<file path="config.mk">
export PLATFORM = sky130hd
export DESIGN_NAME = scan_sel_seq_4ch
export DESIGN_NICKNAME = d
export VERILOG_FILES = /design/src/rtl/scan_sel_seq_4ch.sv
export SDC_FILE = /design/constraint.sdc
export NUM_CORES = 1
export LEC_CHECK = 0
export ABC_AREA = 1
export CORE_MARGIN = 2
export CORE_UTILIZATION = 65
export CTS_BUF_LIST = sky130_fd_sc_hd__clkbuf_4 sky130_fd_sc_hd__clkbuf_8
export DETAILED_ROUTE_END_ITERATION = 8
export DONT_BUFFER_PORTS = 1
export GPL_TIMING_DRIVEN = 0
export HOLD_SLACK_MARGIN = 0.02
export PLACE_DENSITY = 0.81
export SLEW_MARGIN = 20
export SYNTH_ARGS = -nofsm -noshare
export SYNTH_HDL_FRONTEND = slang
export SYNTH_SLANG_ARGS = --single-unit
</file>
<file path="constraint.sdc">
create_clock -name i_clk -period 3.05 [get_ports i_clk]
set_input_delay 0.61 -clock i_clk [delete_from_list [all_inputs] [get_ports i_clk]]
set_output_delay 0.61 -clock i_clk [all_outputs]
set_load 0.02 [all_outputs]
</file>
<file path="src/rtl/scan_sel_seq_4ch.sv">
// ---------------------------------------------------------------------------
// scan_sel_seq_4ch
//   Upstream sequencer for a 2-to-4 one-hot decoder. It steps a 2-bit channel
//   index through the enabled channels of a 4-bit mask and holds each channel
//   for dwell+1 cycles. It can make a single pass or scan continuously.
//
//   Optional feature: define SCAN_HOLD_EN to add the i_hold input. While
//   i_hold=1 in SCAN, the dwell counter and sel freeze. i_stop still aborts.
//
// Ports
//   i_clk        clock, rising edge
//   i_rst        synchronous active-high reset
//   i_start      pulse: begin a scan (IDLE only)
//   i_stop       pulse: abort a scan; also suppresses i_start in IDLE
//   i_hold       (SCAN_HOLD_EN only) freeze counter and sel in SCAN
//   i_cont       latched at start: 1=continuous wrap, 0=single pass
//   i_ch_en      channel mask, latched at start
//   i_dwell      latched at start; each channel is held dwell+1 cycles
//   o_sel        current channel index
//   o_valid      o_sel is meaningful
//   o_busy       high while scanning
//   o_ch_adv     1-cycle pulse when o_sel moves to a new channel
//   o_done       1-cycle pulse on scan termination
//   o_dbg_state  current FSM state (0=IDLE, 1=SCAN) for checkers
//
// Handshake: none. i_start and i_stop are sampled on each rising edge.
// o_valid stays high for every cycle in which o_sel drives the decoder.
// ---------------------------------------------------------------------------
module scan_sel_seq_4ch #(
    parameter int DWELL_W = 8
) (
    input  logic               i_clk,
    input  logic               i_rst,
    input  logic               i_start,
    input  logic               i_stop,
`ifdef SCAN_HOLD_EN
    input  logic               i_hold,
`endif
    input  logic               i_cont,
    input  logic [3:0]         i_ch_en,
    input  logic [DWELL_W-1:0] i_dwell,
    output logic [1:0]         o_sel,
    output logic               o_valid,
    output logic               o_busy,
    output logic               o_ch_adv,
    output logic               o_done,
    output logic               o_dbg_state
);

    localparam logic [0:0] ST_IDLE = 1'b0;
    localparam logic [0:0] ST_SCAN = 1'b1;

    logic [0:0]         r_state;
    logic [3:0]         r_mask;
    logic [DWELL_W-1:0] r_dwell;
    logic               r_cont;
    logic [DWELL_W-1:0] r_cnt;
    logic [1:0]         r_sel;
    logic               r_valid;
    logic               r_busy;
    logic               r_ch_adv;
    logic               r_done;

    logic               w_hold;
    logic [2:0]         w_nxt;

`ifdef SCAN_HOLD_EN
    assign w_hold = i_hold;
`else
    assign w_hold = 1'b0;
`endif

    // Return the index of the lowest set bit. An empty mask is never passed in.
    function automatic logic [1:0] lowest_en(input logic [3:0] m);
        logic [1:0] r;
        r = 2'd0;
        for (int i = 3; i >= 0; i--) begin
            if (m[i]) r = 2'(i);
        end
        return r;
    endfunction

    // Return {found, index} for the lowest enabled channel strictly above cur.
    // found=0 means cur is the highest enabled channel in the mask.
    function automatic logic [2:0] next_above(input logic [3:0] m, input logic [1:0] cur);
        logic [2:0] r;
        r = 3'b000;
        for (int i = 3; i >= 0; i--) begin
            if (i > int'(cur) && m[i]) r = {1'b1, 2'(i)};
        end
        return r;
    endfunction

    assign w_nxt = next_above(r_mask, r_sel);

    always_ff @(posedge i_clk) begin
        if (i_rst) begin
            r_state  <= ST_IDLE;
            r_mask   <= 4'd0;
            r_dwell  <= '0;
            r_cont   <= 1'b0;
            r_cnt    <= '0;
            r_sel    <= 2'd0;
            r_valid  <= 1'b0;
            r_busy   <= 1'b0;
            r_ch_adv <= 1'b0;
            r_done   <= 1'b0;
        end else begin
            r_ch_adv <= 1'b0;
            r_done   <= 1'b0;
            case (r_state)
                ST_IDLE: begin
                    if (i_start && !i_stop) begin
                        if (i_ch_en != 4'd0) begin
                            r_mask  <= i_ch_en;
                            r_dwell <= i_dwell;
                            r_cont  <= i_cont;
                            r_cnt   <= i_dwell;
                            r_sel   <= lowest_en(i_ch_en);
                            r_valid <= 1'b1;
                            r_busy  <= 1'b1;
                            r_state <= ST_SCAN;
                        end else begin
                            // An empty mask finishes at once. The FSM stays in IDLE.
                            r_done <= 1'b1;
                        end
                    end
                end
                ST_SCAN: begin
                    if (i_stop) begin
                        // Stop wins over an advance due in the same cycle. sel keeps its value.
                        r_state <= ST_IDLE;
                        r_valid <= 1'b0;
                        r_busy  <= 1'b0;
                        r_done  <= 1'b1;
                    end else if (!w_hold) begin
                        if (r_cnt != '0) begin
                            r_cnt <= r_cnt - DWELL_W'(1);
                        end else if (w_nxt[2]) begin
                            r_cnt    <= r_dwell;
                            r_sel    <= w_nxt[1:0];
                            r_ch_adv <= 1'b1;
                        end else if (r_cont) begin
                            // Wrap to the lowest channel. With one channel enabled,
                            // sel keeps the same value but ch_adv still pulses.
                            r_cnt    <= r_dwell;
                            r_sel    <= lowest_en(r_mask);
                            r_ch_adv <= 1'b1;
                        end else begin
                            r_state <= ST_IDLE;
                            r_valid <= 1'b0;
                            r_busy  <= 1'b0;
                            r_done  <= 1'b1;
                        end
                    end
                end
                default: r_state <= ST_IDLE;
            endcase
        end
    end

    assign o_sel       = r_sel;
    assign o_valid     = r_valid;
    assign o_busy      = r_busy;
    assign o_ch_adv    = r_ch_adv;
    assign o_done      = r_done;
    assign o_dbg_state = r_state[0];

endmodule

</file>
## After elaboration in Yosys (flattened, before gate mapping)

Index checks and enable logic that the tools add are counted.

- Logic and storage cells: 81
- Output and inout port bits: 7
- Bits in registers: 27
- Bits of input ports: 17

- Add/sub/neg operators: 1
- Multiplexer cells: 46
- Bitwise logic cells: 1
- Equality and inequality tests: 9
- Reduce and logical (&&, ||, !) cells: 12
- Order comparisons: 3

Operators with widths:

| cell | number |
|---|---|
| 8-bit two-way mux | 6 |
| 2-bit two-way mux | 14 |
| 1-bit two-way mux | 18 |
| 8-bit case mux with 2 select lines | 1 |
| 5-bit AND reduction | 2 |
| 3-bit two-way mux | 3 |
| 3-bit inequality test, second input constant | 3 |
| 2-bit inequality test, second input constant | 4 |
| 8-bit nonzero test | 1 |
| 8-bit by 1-bit subtractor with 8-bit output, second input constant | 1 |
| 1-bit case mux with 2 select lines | 3 |
| 2-bit > comparator, first input constant | 2 |
| 1-bit logical AND | 4 |
| 4-bit by 1-bit inequality test with 1-bit output, second input constant | 1 |
| 2-bit case mux with 2 select lines | 1 |
| 4-bit AND reduction | 1 |
| 4-bit nonzero test | 1 |
| 4-bit OR reduction | 1 |
| 3-bit by 1-bit inequality test with 1-bit output, second input constant | 1 |
| 3-bit AND reduction | 1 |
| 1-bit by 2-bit > comparator with 1-bit output, first input constant | 1 |
| 1-bit logical NOT | 1 |
| 1-bit NOT | 1 |

## Longest topological paths before layout

Gate-level depths: netlist of the first run.

- Word-level depth: 9
- Gate-level depth with buffers: 10
- Mapped depth without buffers: 10

## Least setup slack after synthesis of the first run

Ideal clock, no wire load.

- Path type: input-to-reg
- Start point: input i_stop
- End point: register r_cnt[0]
- Data arrival time: 1.375 ns
- Path slack: 1.562 ns
- Stages on the path: 9
- Required time: 2.937 ns
- Path buffers: 1
- Library setup time: 0.113 ns
- Path through: inv_1 nand2_1 nor2_1 nand2_2 nand2_4 nand2_4 buf_12 nor2_1 nor2_1

- Word-level cells in the longest chain between the ends: 4

Ends and longest elaborated chain:

| what | RTL line | text |
|---|---|---|
| from (decl) | 35 | `input logic i_stop,` |
| 1-bit logical NOT | 113 | `if (i_start && !i_stop) begin` |
| 1-bit logical AND | 113 |  |
| 2-bit inequality test (no source line) | -- |  |
| 4-bit AND reduction (no source line) * | -- |  |
| to (signal assigned) | 118 | `r_cnt <= i_dwell;` |
| to (signal assigned) | 138 | `r_cnt <= r_cnt - DWELL_W'(1);` |
| to (signal assigned) | 140 | `r_cnt <= r_dwell;` |
| to (decl) | 57 | `logic [DWELL_W-1:0] r_cnt;` |

Mark *: on every way between the ends. The rest lies on a longest branch, timed or not.
A chain may end at the register's enable or synchronous reset.

## Final worst setup path of the first run

- Start point: register r_cnt[0]
- End point: register r_cnt[2]

- Word-level cells in the longest chain between the ends: 4

Ends and longest elaborated chain:

| what | RTL line | text |
|---|---|---|
| 8-bit by 1-bit subtractor with 8-bit output or 8-bit nonzero test (tied branches) | 138, 137 |  |
| 8-bit two-way mux | 137 | `if (r_cnt != '0) begin` |
| 8-bit two-way mux | 130 | `if (i_stop) begin` |
| 8-bit case mux with 2 select lines | 111 | `case (r_state)` |

Parallel ways exist; a longest one is shown, timed or not. The select of a mux whose other input is x is not followed.

==> metrics, run 1 <==
status finished clean; hold path start i_dwell[6]; final setup fails 0; postcts setup bufs 0; ys async rst share 0; Mapped Cells between 200 and 250; Reg clk slew, reported paths between 100 and 150 ps; GRT Total Usage 0.280; Fillers about 190; Reg area ~540 um^2; total CTS buffers 3; initial antenna violation count 0; drt wl/cell approximately 13 um; clock sinks 27; setup ws final between 1000 and 1500 ps; DIE AREA around 2800 um^2; layout cell share with drive strength beyond 1 0.101; Buf+Inv Stages, Crit Path 2; Crit path largest cell delay approximately 340 ps; startpoint types flip-flop; Final Max Tran Viols 0; Max Cap Viol 0; Hold Path Class in2reg; Detailed Route Iter0 Violations 39; number of diodes 0; CTS resizes 0; Root Driver clkbuf_4; placed instance area between 1500 and 2000 um^2; Crit. End Element flip-flop; crit path time final around 1600 ps; Vias 1475; Critical Path, Cell by Cell inv_1 > ha_1 > nand2_2 > nor2_8 > nand3_4 > nand2_4 > buf_12 > nand2_1 > nand2_1 > nor2_1; Die H around 53 um; GP Congestion between 0.8 and 0.9; unrepaired setup endpoints after global routing no; total negative slack 0 ps; Clk Latency, worst-skew pair roughly 320 ps; DRC viols 0; GR Overflow Total 0; pin count of the biggest net entering global routing 15; register area share after synthesis 0.343; H-tree levels 1; initial core utilization 0.699; Final Hold Fails 0; Core Region 2250 um^2; slowest CP cell dfxtp_1; Synth cell types 26; I/O Buffers 0; Peak supply drop 406 uV; power density cells roughly 490 nW/um^2; vias per cell 5.34; LEAKAGE 0.797 nW; first-pass GRT wire length 5800 um; CP Launch Point r_cnt[0]; Syn. warnings 0; worst path required time around 3300 ps; DRT Pass-1 Iters 4; reg2reg setup slack between 1000 and 1500 ps; Post-Synthesis Net Count between 200 and 300; dpl hpwl 2700 um; vias in the first global route roughly 1400; CP arrival roughly 1900 ps; die span in x between 50 and 60 um; CTS tree yes; area of the multi-input gates roughly 870 um^2; area grow syn2layout 4.13%; final instance area 1640 um^2; f_max 0.611 GHz; Top cell by count, worst path nand2_1; Crit Path Max Fanout 10; Syn Area/Cell 6.46 um^2; I/O pin count 24; Post-CTS Hold Fix Bufs 0; worst rel slew slack 0.655; Top delay family on crit path simple AND/OR/NAND/NOR gates; actual slew at the worst max-slew pin between 500 and 600 ps; nets about 270; clk_skew between 1 and 1.5 ps; period utilization 0.537; Post-synth top flop dfxtp_1; Max Root-Sink Buffers 2; pre-CTS setup slack between 1000 and 1500 ps; std cell rows 17; DRT antenna net count 0; Mapped Area approximately 1600 um^2; RR Startpoint r_cnt[0]; CP Class reg2reg; EDFF count, synth 0; synthesized flop and latch total 27; total wire length roughly 3500 um
[layer usage]
layer | GRT usage | vias to the layer above | share of wire
met5 | 0 | - | 0
met4 | 0.0684 | 0 | 0.0045
met3 | 0.0395 | 2 | 0.033
met2 | 0.514 | 32 | 0.51
met1 | 0.337 | 666 | 0.45
li1 | - | 775 | -
[synthesized netlist by cell type, types with 3 or more instances]
cell | number | area (um^2)
inv_1 | 30 | 113
dfxtp_1 | 27 | 541
nand4_1 | 3 | 18.8
nor2_2 | 4 | 25.0
nor2_1 | 39 | 146
a21oi_1 | 14 | 70.1
nand2_2 | 3 | 18.8
nand2_4 | 3 | 33.8
nand2_1 | 71 | 267
a211oi_1 | 6 | 45.0
nand3_1 | 12 | 60.1
o21ai_0 | 14 | 70.1
buf_2 | 3 | 15.0
[worst reg2reg max path, cell delays in order (launching register included)]
cell and delay (ps):
dfxtp_1 340, inv_1 170, ha_1 200, nand2_2 110, nor2_8 200, nand3_4 140
nand2_4 110, buf_12 120, nand2_1 50, nand2_1 60, nor2_1 40
[cell usage in the layout, fill, tap and decap left out, drive strengths merged]
cell / n
o21ai: 14
ha: 2
nand4: 3
nor4: 1
a211oi: 6
inv: 30
nor3: 2
dfxtp: 27
a31oi: 1
clkbuf: 5
a21oi: 14
buf: 7
nor2: 45
nand3: 14
nand2: 77
[stage by stage]
stage	hold WS (ps)	total power, mW	instances	utilization
final	416	0.812	276	0.728
after global routing	402	0.865	276	0.728
after CTS	409	0.809	276	0.728
after detailed placement	454	0.655	272	0.715
after global placement	452	0.644	272	0.715
after floorplan	440	0.606	244	-
[cell families after synthesis]
family | count (synthesis) | share of synthesized area
DFF | 27 | 0.343
adders and majority gates | 2 | 0.0159
and+or+nand+nor | 142 | 0.412
AOI/OAI and AO/OA | 35 | 0.121
buffers and inverters | 38 | 0.108
[worst paths after layout]
kind                 to  depth (start not counted)
max            r_cnt[2]                         10
min          r_dwell[6]                          2
max reg2reg    r_cnt[2]                         10
min reg2reg  r_dwell[6]                          2
[final cells by class]
type / count / share of cell area
clock buffers: 4 / 0.0183
plain buffers: 8 / 0.0351
flip-flops and latches: 27 / 0.329
inverters: 30 / 0.0686
well taps: 28 / 0.0213
multi-input cells: 179 / 0.527
[flip-flops by register name, summed over array words and instances (netlist names)]
signal	count
o_done	1
o_ch_adv	1
r_cont	1
r_mask	4
o_busy	1
r_cnt	8
r_dwell	8
o_sel	2
o_dbg_state	1
[power breakdown]
| part | leakage, nW | internal [mW] | switching, mW |
|---|---|---|---|
| registers | 0.222 | 0.380 | 0.0249 |
| clock network | 0.0184 | 0.0600 | 0.102 |
| logic | 0.556 | 0.0849 | 0.160 |
| total | 0.797 | 0.525 | 0.287 |
(Power assumes the default switching activity.)
==> run 2, diff against run 1 <==
--- a/config.mk
+++ b/config.mk
@@ -7,13 +7,13 @@
 export LEC_CHECK = 0
 export ABC_AREA = 1
 export CORE_MARGIN = 2
-export CORE_UTILIZATION = 65
+export CORE_UTILIZATION = 59
 export CTS_BUF_LIST = sky130_fd_sc_hd__clkbuf_4 sky130_fd_sc_hd__clkbuf_8
 export DETAILED_ROUTE_END_ITERATION = 8
 export DONT_BUFFER_PORTS = 1
 export GPL_TIMING_DRIVEN = 0
 export HOLD_SLACK_MARGIN = 0.02
-export PLACE_DENSITY = 0.81
+export PLACE_DENSITY = 0.78
 export SLEW_MARGIN = 20
 export SYNTH_ARGS = -nofsm -noshare
 export SYNTH_HDL_FRONTEND = slang
==> constraint.sdc (replaced) <==
create_clock -name i_clk -period 1.4 [get_ports i_clk]
set_input_delay 0.28 -clock i_clk [delete_from_list [all_inputs] [get_ports i_clk]]
set_output_delay 0.28 -clock i_clk [all_outputs]
set_load 0.02 [all_outputs]
==> metrics, run 2 (synthesis results as in run 1) <==
area grow syn2layout 18.0%; Reg-to-Reg End r_cnt[4]; critical path capture point r_cnt[4]; pin count of the biggest net entering global routing 17; reg2reg setup slack ~20 ps; Post-CTS Hold Fix Bufs 0; nets between 200 and 300; initial core utilization 0.631; Peak supply drop around 840 uV; DR WL met2 ~1700 um; setup ws final about 20 ps; hold depth 2; actual slew at the worst max-slew pin ~480 ps; GR Overflow Total 0; period utilization 0.986; Max Root-Sink Buffers 2; worst rel slew slack 0.677; Crit Path Max Fanout 5; Clk Latency, worst-skew pair ~330 ps; Core Region ~2500 um^2; first-pass GRT wire length about 6300 um; CP Launch Point r_cnt[0]; met1 WL approximately 1800 um; DRT antenna net count 0; worst path required time approximately 1700 ps; commonest non-fill, non-tap cell in the layout nand2_1; Final Max Tran Viols 0; initial antenna violation count 0; startpoint types flip-flop; GRT Total Usage 0.250; Final Hold Fails 0; Max Cap Viol 0; Fillers roughly 200; LEAKAGE a little under 0.9 nW; power density cells 1030 nW/um^2; R2R cell count 10; DR WL met3 ~250 um; DRC viols 0; drt wl/cell approximately 13 um; Reg clk slew, reported paths around 160 ps; RR Startpoint r_cnt[0]; CP arrival around 1600 ps; total CTS buffers 3; Finished Layout Cells 290; unrepaired setup endpoints after global routing yes; CP Class reg2reg; crit path time final approximately 1400 ps; Die H between 50 and 60 um; std cell rows 18; Regs by FF count r_cnt (8), r_dwell (8), r_mask (4); pre-CTS setup slack -163 ps; Placed Cells approximately 270; dpl hpwl approximately 2600 um; die span in x between 50 and 60 um; vias in the first global route roughly 1400; number of diodes 0; Hold Path Class in2reg; clock sinks 27; status finished clean; clk_skew 2.52 ps; H-tree levels 1; f_max between 0.7 and 0.8 GHz; CTS tree yes; Root Driver clkbuf_4; DIE AREA approximately 3100 um^2; vias per cell 5.36; Crit. End Element flip-flop; max layer used met4; Vias roughly 1600; I/O Buffers 0; layout cell share with drive strength beyond 1 0.223; Finished Core Util 0.744; total wire length 3800 um; Detailed Route Iter0 Violations 62; final setup fails 0; worst hold slack about 75 ps; DRT Pass-1 Iters 4; most frequent cells in the layout nand2_1, nor2_1, inv_1; I/O pin count 24; GP Congestion between 0.8 and 0.9
==> run 2: critical path, cell delays in order, from the launching register on <==
cell and delay [ps]:
dfxtp_2 390, clkinv_4 90, ha_4 170, nand2_4 100
inv_4 60, nand2_4 90, nand3_1 100, nand2_1 80
nand2_1 70, nor2_1 100, nor2_1 50
==> run 2: layout make-up <==
| class | instances | area (um^2) | share of cell area |
|---|---|---|---|
| well taps | 30 | 37.5 | 0.0202 |
| inverters | 30 | 126 | 0.0679 |
| repair buffers | 11 | 90.1 | 0.0484 |
| clock inverters | 1 | 7.51 | 0.00403 |
| plain buffers | 8 | 71.3 | 0.0383 |
| multi-input cells | 180 | 950 | 0.510 |
| clock buffers | 3 | 22.5 | 0.0121 |
| flip-flops and latches | 27 | 556 | 0.299 |
==> run 2: metrics by stage <==
stage	cell area, um^2	TNS (ps)	power [mW]
2_1_floorplan	1580	0	1.32
3_3_place_gp	1620	-1090	1.42
3_5_place_dp	1620	-1160	1.42
4_1_cts	1750	0	1.83
5_1_grt	1860	-285	2.03
6_report	1860	0	1.91
==> run 2: worst min path at each step <==
stage | startpoint | end | slack (ps)
2_1_floorplan | i_dwell[5] | r_dwell[5] | 420
3_3_place_gp | i_dwell[5] | r_dwell[5] | 430
3_5_place_dp | i_dwell[5] | r_dwell[5] | 440
4_1_cts | i_dwell[5] | r_dwell[5] | 60
5_1_grt | i_dwell[6] | r_dwell[6] | 70
6_report | i_dwell[5] | r_dwell[5] | 80
==> run 2: what timing repair did <==
item / CTS / global route
pin swaps: 3 / 8
setup buffers: 7 / 4
cloned: 1 / 0
endpoints found under the setup margin: 10 / 11
resized for setup: 15 / 25
==> run 2: where the power goes <==
| group | leakage (nW) | internal, mW | total (mW) | switching (mW) |
|---|---|---|---|---|
| combinational | 0.629 | 0.256 | 0.660 | 0.404 |
| clock | 0.0139 | 0.109 | 0.353 | 0.244 |
| sequential | 0.225 | 0.830 | 0.896 | 0.0658 |
| total | 0.868 | 1.20 | 1.91 | 0.714 |
==> run 2: routing by layer <==
metal / up-vias / track usage
li1: 803 / -
met1: 697 / 0.374
met2: 51 / 0.389
met3: 4 / 0.0395
met4: 0 / 0.0314
met5: - / 0
